<file path="src/rtl/hdmi_video_timing_gen.sv">
// Raster timing, video preamble/guard band and 8-bar colour pattern for the
// HDMI colour-bar source. All outputs are registered and describe (h_pos, v_pos).
module hdmi_video_timing_gen #(
    parameter int H_ACTIVE = 640,
    parameter int H_FP     = 16,
    parameter int H_SYNC   = 96,
    parameter int H_BP     = 48,
    parameter int V_ACTIVE = 480,
    parameter int V_FP     = 10,
    parameter int V_SYNC   = 2,
    parameter int V_BP     = 33,
    parameter bit HS_POL   = 1'b0,
    parameter bit VS_POL   = 1'b0
) (
    input  logic        pixel_clk,
    input  logic        n_rst,
    input  logic        en,
    output logic        hsync,
    output logic        vsync,
    output logic        active_video,
    output logic        video_gb,
    output logic        data_island_gb,
    output logic [3:0]  ctl,
    output logic [7:0]  red,
    output logic [7:0]  green,
    output logic [7:0]  blue,
    output logic        frame_start,
    output logic [11:0] h_pos,
    output logic [10:0] v_pos
);

    localparam int H_TOTAL = H_ACTIVE + H_FP + H_SYNC + H_BP;
    localparam int V_TOTAL = V_ACTIVE + V_FP + V_SYNC + V_BP;
    localparam int BAR_W   = H_ACTIVE / 8;

    localparam logic [11:0] H_ACT     = 12'(H_ACTIVE);
    localparam logic [11:0] HS_START  = 12'(H_ACTIVE + H_FP);
    localparam logic [11:0] HS_END    = 12'(H_ACTIVE + H_FP + H_SYNC);
    localparam logic [11:0] H_LAST    = 12'(H_TOTAL - 1);
    localparam logic [11:0] PRE_START = 12'(H_TOTAL - 10);
    localparam logic [11:0] PRE_END   = 12'(H_TOTAL - 3);
    localparam logic [11:0] GB_START  = 12'(H_TOTAL - 2);
    localparam logic [11:0] BAR_LAST  = 12'(BAR_W - 1);

    localparam logic [10:0] V_ACT      = 11'(V_ACTIVE);
    localparam logic [10:0] VS_START   = 11'(V_ACTIVE + V_FP);
    localparam logic [10:0] VS_END     = 11'(V_ACTIVE + V_FP + V_SYNC);
    localparam logic [10:0] V_LAST     = 11'(V_TOTAL - 1);
    localparam logic [10:0] V_PRE_LAST = 11'(V_ACTIVE - 2);

    logic [11:0] h_cnt_q, h_cnt_d;
    logic [10:0] v_cnt_q, v_cnt_d;
    logic [11:0] bar_cnt_q, bar_cnt_d;
    logic [2:0]  bar_idx_q, bar_idx_d;

    logic        hsync_q, hsync_d;
    logic        vsync_q, vsync_d;
    logic        active_q, active_d;
    logic        video_gb_q, video_gb_d;
    logic [3:0]  ctl_q, ctl_d;
    logic [23:0] rgb_q, rgb_d;
    logic        frame_start_q, frame_start_d;
    logic [11:0] h_pos_q, h_pos_d;
    logic [10:0] v_pos_q, v_pos_d;

    logic        pre_line;
    logic [23:0] bar_rgb;

    // NOTE: every always_comb output gets a default first so no path leaves it unassigned (no latch).
    always_comb begin
        h_cnt_d   = '0;
        v_cnt_d   = '0;
        bar_cnt_d = '0;
        bar_idx_d = '0;
        if (en) begin
            h_cnt_d   = h_cnt_q + 12'd1;
            v_cnt_d   = v_cnt_q;
            bar_cnt_d = bar_cnt_q;
            bar_idx_d = bar_idx_q;
            if (h_cnt_q == H_LAST) begin
                h_cnt_d = '0;
                v_cnt_d = (v_cnt_q == V_LAST) ? 11'd0 : v_cnt_q + 11'd1;
            end
            if (h_cnt_q == H_LAST) begin
                bar_cnt_d = '0;
                bar_idx_d = '0;
            end else if (h_cnt_q < H_ACT) begin
                if (bar_cnt_q == BAR_LAST) begin
                    bar_cnt_d = '0;
                    bar_idx_d = bar_idx_q + 3'd1;
                end else begin
                    bar_cnt_d = bar_cnt_q + 12'd1;
                end
            end
        end
    end

    always_comb begin
        unique case (bar_idx_q)
            3'd0:    bar_rgb = 24'hFF_FF_FF;
            3'd1:    bar_rgb = 24'hFF_FF_00;
            3'd2:    bar_rgb = 24'h00_FF_FF;
            3'd3:    bar_rgb = 24'h00_FF_00;
            3'd4:    bar_rgb = 24'hFF_00_FF;
            3'd5:    bar_rgb = 24'hFF_00_00;
            3'd6:    bar_rgb = 24'h00_00_FF;
            default: bar_rgb = 24'h00_00_00;
        endcase
    end

    // Preamble and guard band precede every active line, including line 0 of the next frame.
    assign pre_line = (v_cnt_q == V_LAST) || (v_cnt_q <= V_PRE_LAST);

    always_comb begin
        hsync_d       = ~HS_POL;
        vsync_d       = ~VS_POL;
        active_d      = 1'b0;
        video_gb_d    = 1'b0;
        ctl_d         = 4'b0000;
        rgb_d         = '0;
        frame_start_d = 1'b0;
        h_pos_d       = '0;
        v_pos_d       = '0;
        if (en) begin
            if (h_cnt_q >= HS_START && h_cnt_q < HS_END) hsync_d = HS_POL;
            if (v_cnt_q >= VS_START && v_cnt_q < VS_END) vsync_d = VS_POL;
            active_d = (h_cnt_q < H_ACT) && (v_cnt_q < V_ACT);
            if (active_d) rgb_d = bar_rgb;
            if (pre_line && h_cnt_q >= PRE_START && h_cnt_q <= PRE_END) ctl_d = 4'b0001;
            video_gb_d    = pre_line && (h_cnt_q >= GB_START);
            frame_start_d = (h_cnt_q == 12'd0) && (v_cnt_q == 11'd0);
            h_pos_d       = h_cnt_q;
            v_pos_d       = v_cnt_q;
        end
    end

    // NOTE: sequential state uses non-blocking assignments so all registers update together.
    always_ff @(posedge pixel_clk or negedge n_rst) begin
        if (!n_rst) begin
            h_cnt_q       <= '0;
            v_cnt_q       <= '0;
            bar_cnt_q     <= '0;
            bar_idx_q     <= '0;
            hsync_q       <= ~HS_POL;
            vsync_q       <= ~VS_POL;
            active_q      <= 1'b0;
            video_gb_q    <= 1'b0;
            ctl_q         <= 4'b0000;
            rgb_q         <= '0;
            frame_start_q <= 1'b0;
            h_pos_q       <= '0;
            v_pos_q       <= '0;
        end else begin
            h_cnt_q       <= h_cnt_d;
            v_cnt_q       <= v_cnt_d;
            bar_cnt_q     <= bar_cnt_d;
            bar_idx_q     <= bar_idx_d;
            hsync_q       <= hsync_d;
            vsync_q       <= vsync_d;
            active_q      <= active_d;
            video_gb_q    <= video_gb_d;
            ctl_q         <= ctl_d;
            rgb_q         <= rgb_d;
            frame_start_q <= frame_start_d;
            h_pos_q       <= h_pos_d;
            v_pos_q       <= v_pos_d;
        end
    end

    assign hsync          = hsync_q;
    assign vsync          = vsync_q;
    assign active_video   = active_q;
    assign video_gb       = video_gb_q;
    assign data_island_gb = 1'b0;
    assign ctl            = ctl_q;
    assign red            = rgb_q[23:16];
    assign green          = rgb_q[15:8];
    assign blue           = rgb_q[7:0];
    assign frame_start    = frame_start_q;
    assign h_pos          = h_pos_q;
    assign v_pos          = v_pos_q;

endmodule
</file>
<file path="config.mk">
export PLATFORM = sky130hd
export DESIGN_NAME = hdmi_video_timing_gen
export DESIGN_NICKNAME = d
export VERILOG_FILES = /design/src/rtl/hdmi_video_timing_gen.sv
export SDC_FILE = /design/constraint.sdc
export NUM_CORES = 1
export LEC_CHECK = 0
export CORE_ASPECT_RATIO = 1.1
export CORE_MARGIN = 5
export CORE_UTILIZATION = 35
export DETAILED_ROUTE_END_ITERATION = 7
export GPL_TIMING_DRIVEN = 0
export MAX_ROUTING_LAYER = met4
export SLEW_MARGIN = 20
export SYNTH_ARGS = -nofsm -noshare
export SYNTH_HDL_FRONTEND = slang
export SYNTH_SLANG_ARGS = --single-unit
</file>
<file path="constraint.sdc">
create_clock -name pixel_clk -period 2.5 [get_ports pixel_clk]
set_input_delay 0.25 -clock pixel_clk [delete_from_list [all_inputs] [get_ports pixel_clk]]
set_output_delay 0.25 -clock pixel_clk [all_outputs]
set_load 0.005 [all_outputs]
</file>
==> out/results.tsv, run 1 <==
metric	value	unit
status	complete, no violations	
final net count	461	
Worst Reg-to-Reg Cells	5	
critical-path cell list	clkbuf_1, nand3_1, o41ai_4, clkbuf_2, a21oi_1	
clock sink count	70	
Max IR drop VDD	0.317	mV
Slew Limit Fails	0	
Finished Layout Cells	573	
Netlist cell types	42	
min-delay worst type	in2async	
Fin. Hold Viols	0	
std cell rows	39	
delay-heaviest family, CP	compound AO/OA/AOI/OAI gates	
Sum Neg Setup Slack	0	ns
DRT iter0 DRCs	177	
Yosys top cell by area	dfrtp_1	
share of cells above drive strength 1	0.120	
critical path arrival	2.45	ns
share of the synthesized area in the top cell type	0.471	
Tightest Pin Transition	0.604	ns
CP Launch Type	flip-flop	
clock skew	0.00678	ns
Max Buffers Root-to-Sink	2	
Worst-path clk slew	0.06	ns
routability congestion estimate	0.826	
GRT Total Usage	0.146	
routed len/inst	14.6	um
Crit Path Class	reg2reg	
total power	0.00283	W
main area contributors after synthesis	dfrtp_1, buf_4, ha_1	
Worst R2R Start	h_cnt_q[2]	
I/O pin cnt	60	
Root Buffer Master	clkbuf_16	
cts bufs inserted	9	
fin crit period	2.25	ns
Die H	117	um
Slew headroom	0.594	
HPWL Detailed	5940	um
FF+latch count, synth	70	
die width	107	um
Crit-path slowest cell	o41ai_4	
Synth Area per Inst	9.67	um2
pin count of the biggest net entering global routing	38	
Starting Density	0.353	
Final Setup Violations	0	
largest driver fanout on the critical path	10	
unrepaired setup endpoints after global routing	no	
vias in the first global route	2855	
Main synth FF type	dfrtp_1	
Fmax	444	MHz
reg2reg end	bar_idx_q[0]	
clk_lat worst skew	0.33	ns
# H-tree levels	3	
drt total wl	8370	um
Finished Core Util	0.461	
initial antenna violation count	0	
TritonCTS clock tree	built	
Max-cap violations	0	
critical path buffer and inverter count	2	
drt pass-1 iters	4	
CP required	2.70	ns
Synth Instances	374	
post-synthesis sequential area ratio	0.485	
cell with the most instances after synthesis	dfrtp_1	
ANT cells	0	
DRC	0	
leakage	2.01	nW
Post-Synthesis Cell Area	3610	um2
fin crit share	0.901	
global-route wire length before repair	14200	um
Post-DRT Antenna Nets	0	
Pwr Density	600	nW/um2
core area	10200	um2
crit path to	bar_idx_q[0]	
placed cells	556	
Synthesis Warnings	0	
total number of vias	2960	
Post-synth EDFFs	0	
Fillers	990	
CP Depth	5	
Layout area overhead	30.6	%
Worst Setup End Kind	flip-flop	
total grt overflow	0	
Post-synth ARST share	1.00	
final hold slack	0.422	ns
crit-path max cell delay	0.69	ns
die area	12500	um2
Worst R2R Setup Slack	0.25	ns
Synth top cells by count	dfrtp_1, nor2_1, nand3_1	
routed vias/inst	5.17	
CP Launch Point	h_cnt_q[2]	
IO buf count	55	
[flip-flops by register name (all words and copies together), names as in the netlist]
name and flops:
bar_cnt_q 12, h_pos 12, h_cnt_q 12, bar_idx_q 3, ctl 1, hsync 1, v_pos 11, active_video 1
frame_start 1, rgb_q 3, vsync 1, video_gb 1, v_cnt_q 11
[layout by cell type, fill, tap and decap left out, types with 9 or more instances in the layout]
cell type         n
inv_1            14
or3_1             9
nor3_1           12
buf_4            26
nand4_1          13
nor2_1           31
clkdlybuf4s50_1  54
dfrtp_1          68
clkbuf_16         9
ha_1             13
nand3_1          29
and2_1           19
a21oi_1          20
nand2_1          16
clkbuf_1         18
o21ai_0          14
[per-layer routing]
layer / GRT usage / wire length, um / vias to the layer above
met5: - / 0 / -
met4: 0.0622 / 172 / 0
met3: 0.0227 / 322 / 16
met2: 0.236 / 4150 / 71
met1: 0.184 / 3730 / 1438
li1: - / - / 1435
[power by group]
group | internal [W] | total (W) | leakage [nW] | switching (W)
Sequential | 0.00115 | 0.00117 | 0.955 | 0.0000166
Combinational | 0.0000940 | 0.000182 | 0.893 | 0.0000877
Clock | 0.00100 | 0.00148 | 0.166 | 0.000480
Total | 0.00225 | 0.00283 | 2.01 | 0.000584
[stage by stage]
stage                     area, um2  worst slack (ns)
after floorplan                3630             0.593
after global placement         4330             -1.17
after detailed placement       4350            0.0971
after CTS                      4710            0.0356
after global routing           4720            0.0703
final                          4720             0.248
[what timing repair did]
item	4_1_cts	5_1_grt
hold buffers	1	0
setup endpoints to repair	0	20
gates resized for setup	0	4
hold endpoints to repair	33	0
setup buffers	0	0
[worst min-delay path by stage]
stage	startpoint	endpoint	slack, ns	cells past startpoint
3_5_place_dp	n_rst	h_cnt_q[6]	0.24	1
3_3_place_gp	bar_idx_q[0]	rgb_q[7]	0.52	1
2_1_floorplan	n_rst	active_video	-0.05	0
5_1_grt	n_rst	h_cnt_q[6]	0.47	2
6_report	n_rst	bar_cnt_q[7]	0.42	2
4_1_cts	n_rst	h_cnt_q[6]	0.43	2
[layout make-up]
type / count / area, um2 / share of cell area
Buffer: 46 / 272 / 0.0575
Clock buffer: 11 / 243 / 0.0514
Clock inverter: 5 / 106 / 0.0225
Inverter: 14 / 52.6 / 0.0111
Multi-Input combinational cell: 247 / 1560 / 0.331
Sequential cell: 70 / 1750 / 0.372
Tap cell: 123 / 154 / 0.0326
Timing Repair Buffer: 57 / 578 / 0.122
[kinds of logic after synthesis]
logic type | synth area share
AND/OR/NAND/NOR | 0.245
flip-flops | 0.485
buffers and inverters | 0.0893
AO/OA/AOI/OAI | 0.0931
adder cells (fa/ha/maj) | 0.0450
XOR/XNOR | 0.0218
multiplexers | 0.0194
other | 0.00104
No activity file was read; power rests on OpenSTA's default activity.
==> inputs of run 2 (changes only) <==
CTS_CLUSTER_SIZE = 40   (was default)
==> results of run 2 <==
Final layout, timing and power as in run 1 (identical DEF).
==> inputs of run 3 (changes only) <==
CORE_UTILIZATION = 53   (was 35)
PLACE_DENSITY = 0.8   (was default)
==> out/results.tsv, run 3 (synthesis results as in run 1) <==
metric	value	unit	change
global-route wire length before repair	13500	um	-5.1%
most common cell after layout, fill and taps aside	dfrtp_1		
Final Setup Violations	0		unchanged
drt pass-1 iters	5		+1
Slew Limit Fails	0		unchanged
Post-DRT Antenna Nets	0		unchanged
Fillers	491		-50%
Layout area overhead	25.1	%	
die area	8570	um2	-31%
Max IR drop VDD	0.435	mV	+37%
area of the multi-input gates	1560	um2	unchanged
routability congestion estimate	0.880		+6.5%
DRT iter0 DRCs	260		+47%
cts bufs inserted	9		unchanged
vias in the first global route	2811		-1.5%
Fmax	428	MHz	-3.6%
design area	4520	um2	-4.2%
DRC	0		unchanged
Worst R2R Setup Slack	0.16	ns	-0.08 ns
clock sink count	70		unchanged
core area	6630	um2	-35%
Starting Density	0.545		+0.192
GRT Total Usage	0.201		+0.0546
std cell rows	31		-21%
largest driver fanout on the critical path	10		unchanged
# H-tree levels	3		unchanged
Crit Path Class	reg2reg		
crit-path max cell delay	0.61	ns	-0.08 ns
min-delay worst type	in2async		
Pwr Density	505	nW/um2	-16%
total grt overflow	0		unchanged
Worst-path clk slew	0.09	ns	+0.03 ns
CP required	2.71	ns	about the same
Worst R2R Start	h_cnt_q[6]		
Slew headroom	0.568		-0.0257
IO buf count	55		unchanged
commonest cells after routing, fill and taps aside	dfrtp_1, clkdlybuf4s50_1, nor2_1, nand3_1, buf_4		
Tightest Pin Transition	0.643	ns	+0.0392 ns
drt total wl	7870	um	-6.0%
Post-Place Cell Area	4300	um2	-1.2%
status	complete, no violations		
initial antenna violation count	0		unchanged
final net count	461		unchanged
fin crit period	2.34	ns	+0.0838 ns
I/O pin cnt	60		unchanged
routed vias/inst	5.63		+8.9%
Worst Reg-to-Reg Cells	4		-1
Root Buffer Master	clkbuf_8		
Max-cap violations	0		unchanged
Max Buffers Root-to-Sink	2		unchanged
Worst Setup End Kind	flip-flop		
routed len/inst	14.8	um	+1.2%
leakage	1.94	nW	-3.6%
CP Launch Type	flip-flop		
critical-path cell list	or4_4, o41ai_4, clkbuf_1, a21oi_1		
unrepaired setup endpoints after global routing	no		
die width	88.7	um	-17%
clk_lat worst skew	0.35	ns	+0.02 ns
HPWL Detailed	5550	um	-6.7%
clock skew	0.0136	ns	+0.00677 ns
Die H	96.6	um	-17%
pin count of the biggest net entering global routing	46		+21%
Fin. Hold Viols	0		unchanged
TritonCTS clock tree	built		
Sequential Area	1750	um2	unchanged
share of cells above drive strength 1	0.120		unchanged
post-CTS setup buffers	0		unchanged
fin crit share	0.934		+0.0335
final hold slack	0.339	ns	-0.0826 ns
Crit-path slowest cell	or4_4		
critical path arrival	2.55	ns	+0.10 ns
total number of vias	2994		+1.1%
total power	0.00229	W	-19%
ANT cells	0		unchanged
reg2reg end	h_cnt_q[7]		
run 3: per-layer routing:
metal	vias to the layer above	global-route usage	share of wire	routed length, um
met3	7	0.0408	0.054	424
met1	1455	0.255	0.42	3320
met2	95	0.323	0.51	4040
li1	1437	-	-	-
met5	-	-	0	0
met4	0	0.0570	0.010	82
run 3: worst max path at each step:
stage | startpoint | end | cells after the start
after floorplan | bar_cnt_q[0] | bar_cnt_q[5] | 7
after global placement | n_rst | v_pos[2] | 1
after detailed placement | h_cnt_q[2] | h_cnt_q[7] | 5
after CTS | h_cnt_q[2] | h_cnt_q[7] | 5
after global routing | h_cnt_q[2] | v_cnt_q[7] | 6
final | h_cnt_q[6] | h_cnt_q[7] | 4
run 3: through the flow:
| step | util | setup slack [ns] | TNS, ns | std cells |
|---|---|---|---|---|
| finish | 0.682 | 0.164 | 0 | 532 |
| global route | 0.682 | 0.0158 | 0 | 532 |
| CTS | 0.680 | 0.133 | 0 | 532 |
| detailed placement | 0.648 | 0.175 | 0 | 515 |
| global placement | 0.645 | -1.13 | -76.98 | 514 |
| floorplan | - | 0.593 | 0 | 377 |
run 3: area by class of cell:
class                   instances  area share
repair buffers                 57       0.128
flip-flops and latches         70       0.388
clock inverters                 7      0.0177
clock buffers                   9      0.0274
plain buffers                  46      0.0598
multi-input cells             247       0.345
inverters                      14      0.0116
well taps                      82      0.0227
run 3: critical path, delay by kind of cell, from the launching register on:
family,cells,cell delay (ns)
AO/OA/AOI/OAI,2,0.69
buffers and inverters,1,0.43
AND/OR/NAND/NOR,1,0.61
flip-flops,1,0.46
run 3: timing repair:
item | in CTS | in global routing
endpoints found under the hold margin | 25 | 0
hold buffers | 1 | 0
setup endpoints to repair | 0 | 16
resized for setup | 0 | 2
run 3: power breakdown:
part           internal (W)  leakage (nW)  switching (W)
sequential          0.00115         0.955      0.0000164
clock              0.000472        0.0968       0.000469
combinational     0.0000939         0.890      0.0000875
total               0.00171          1.94       0.000573
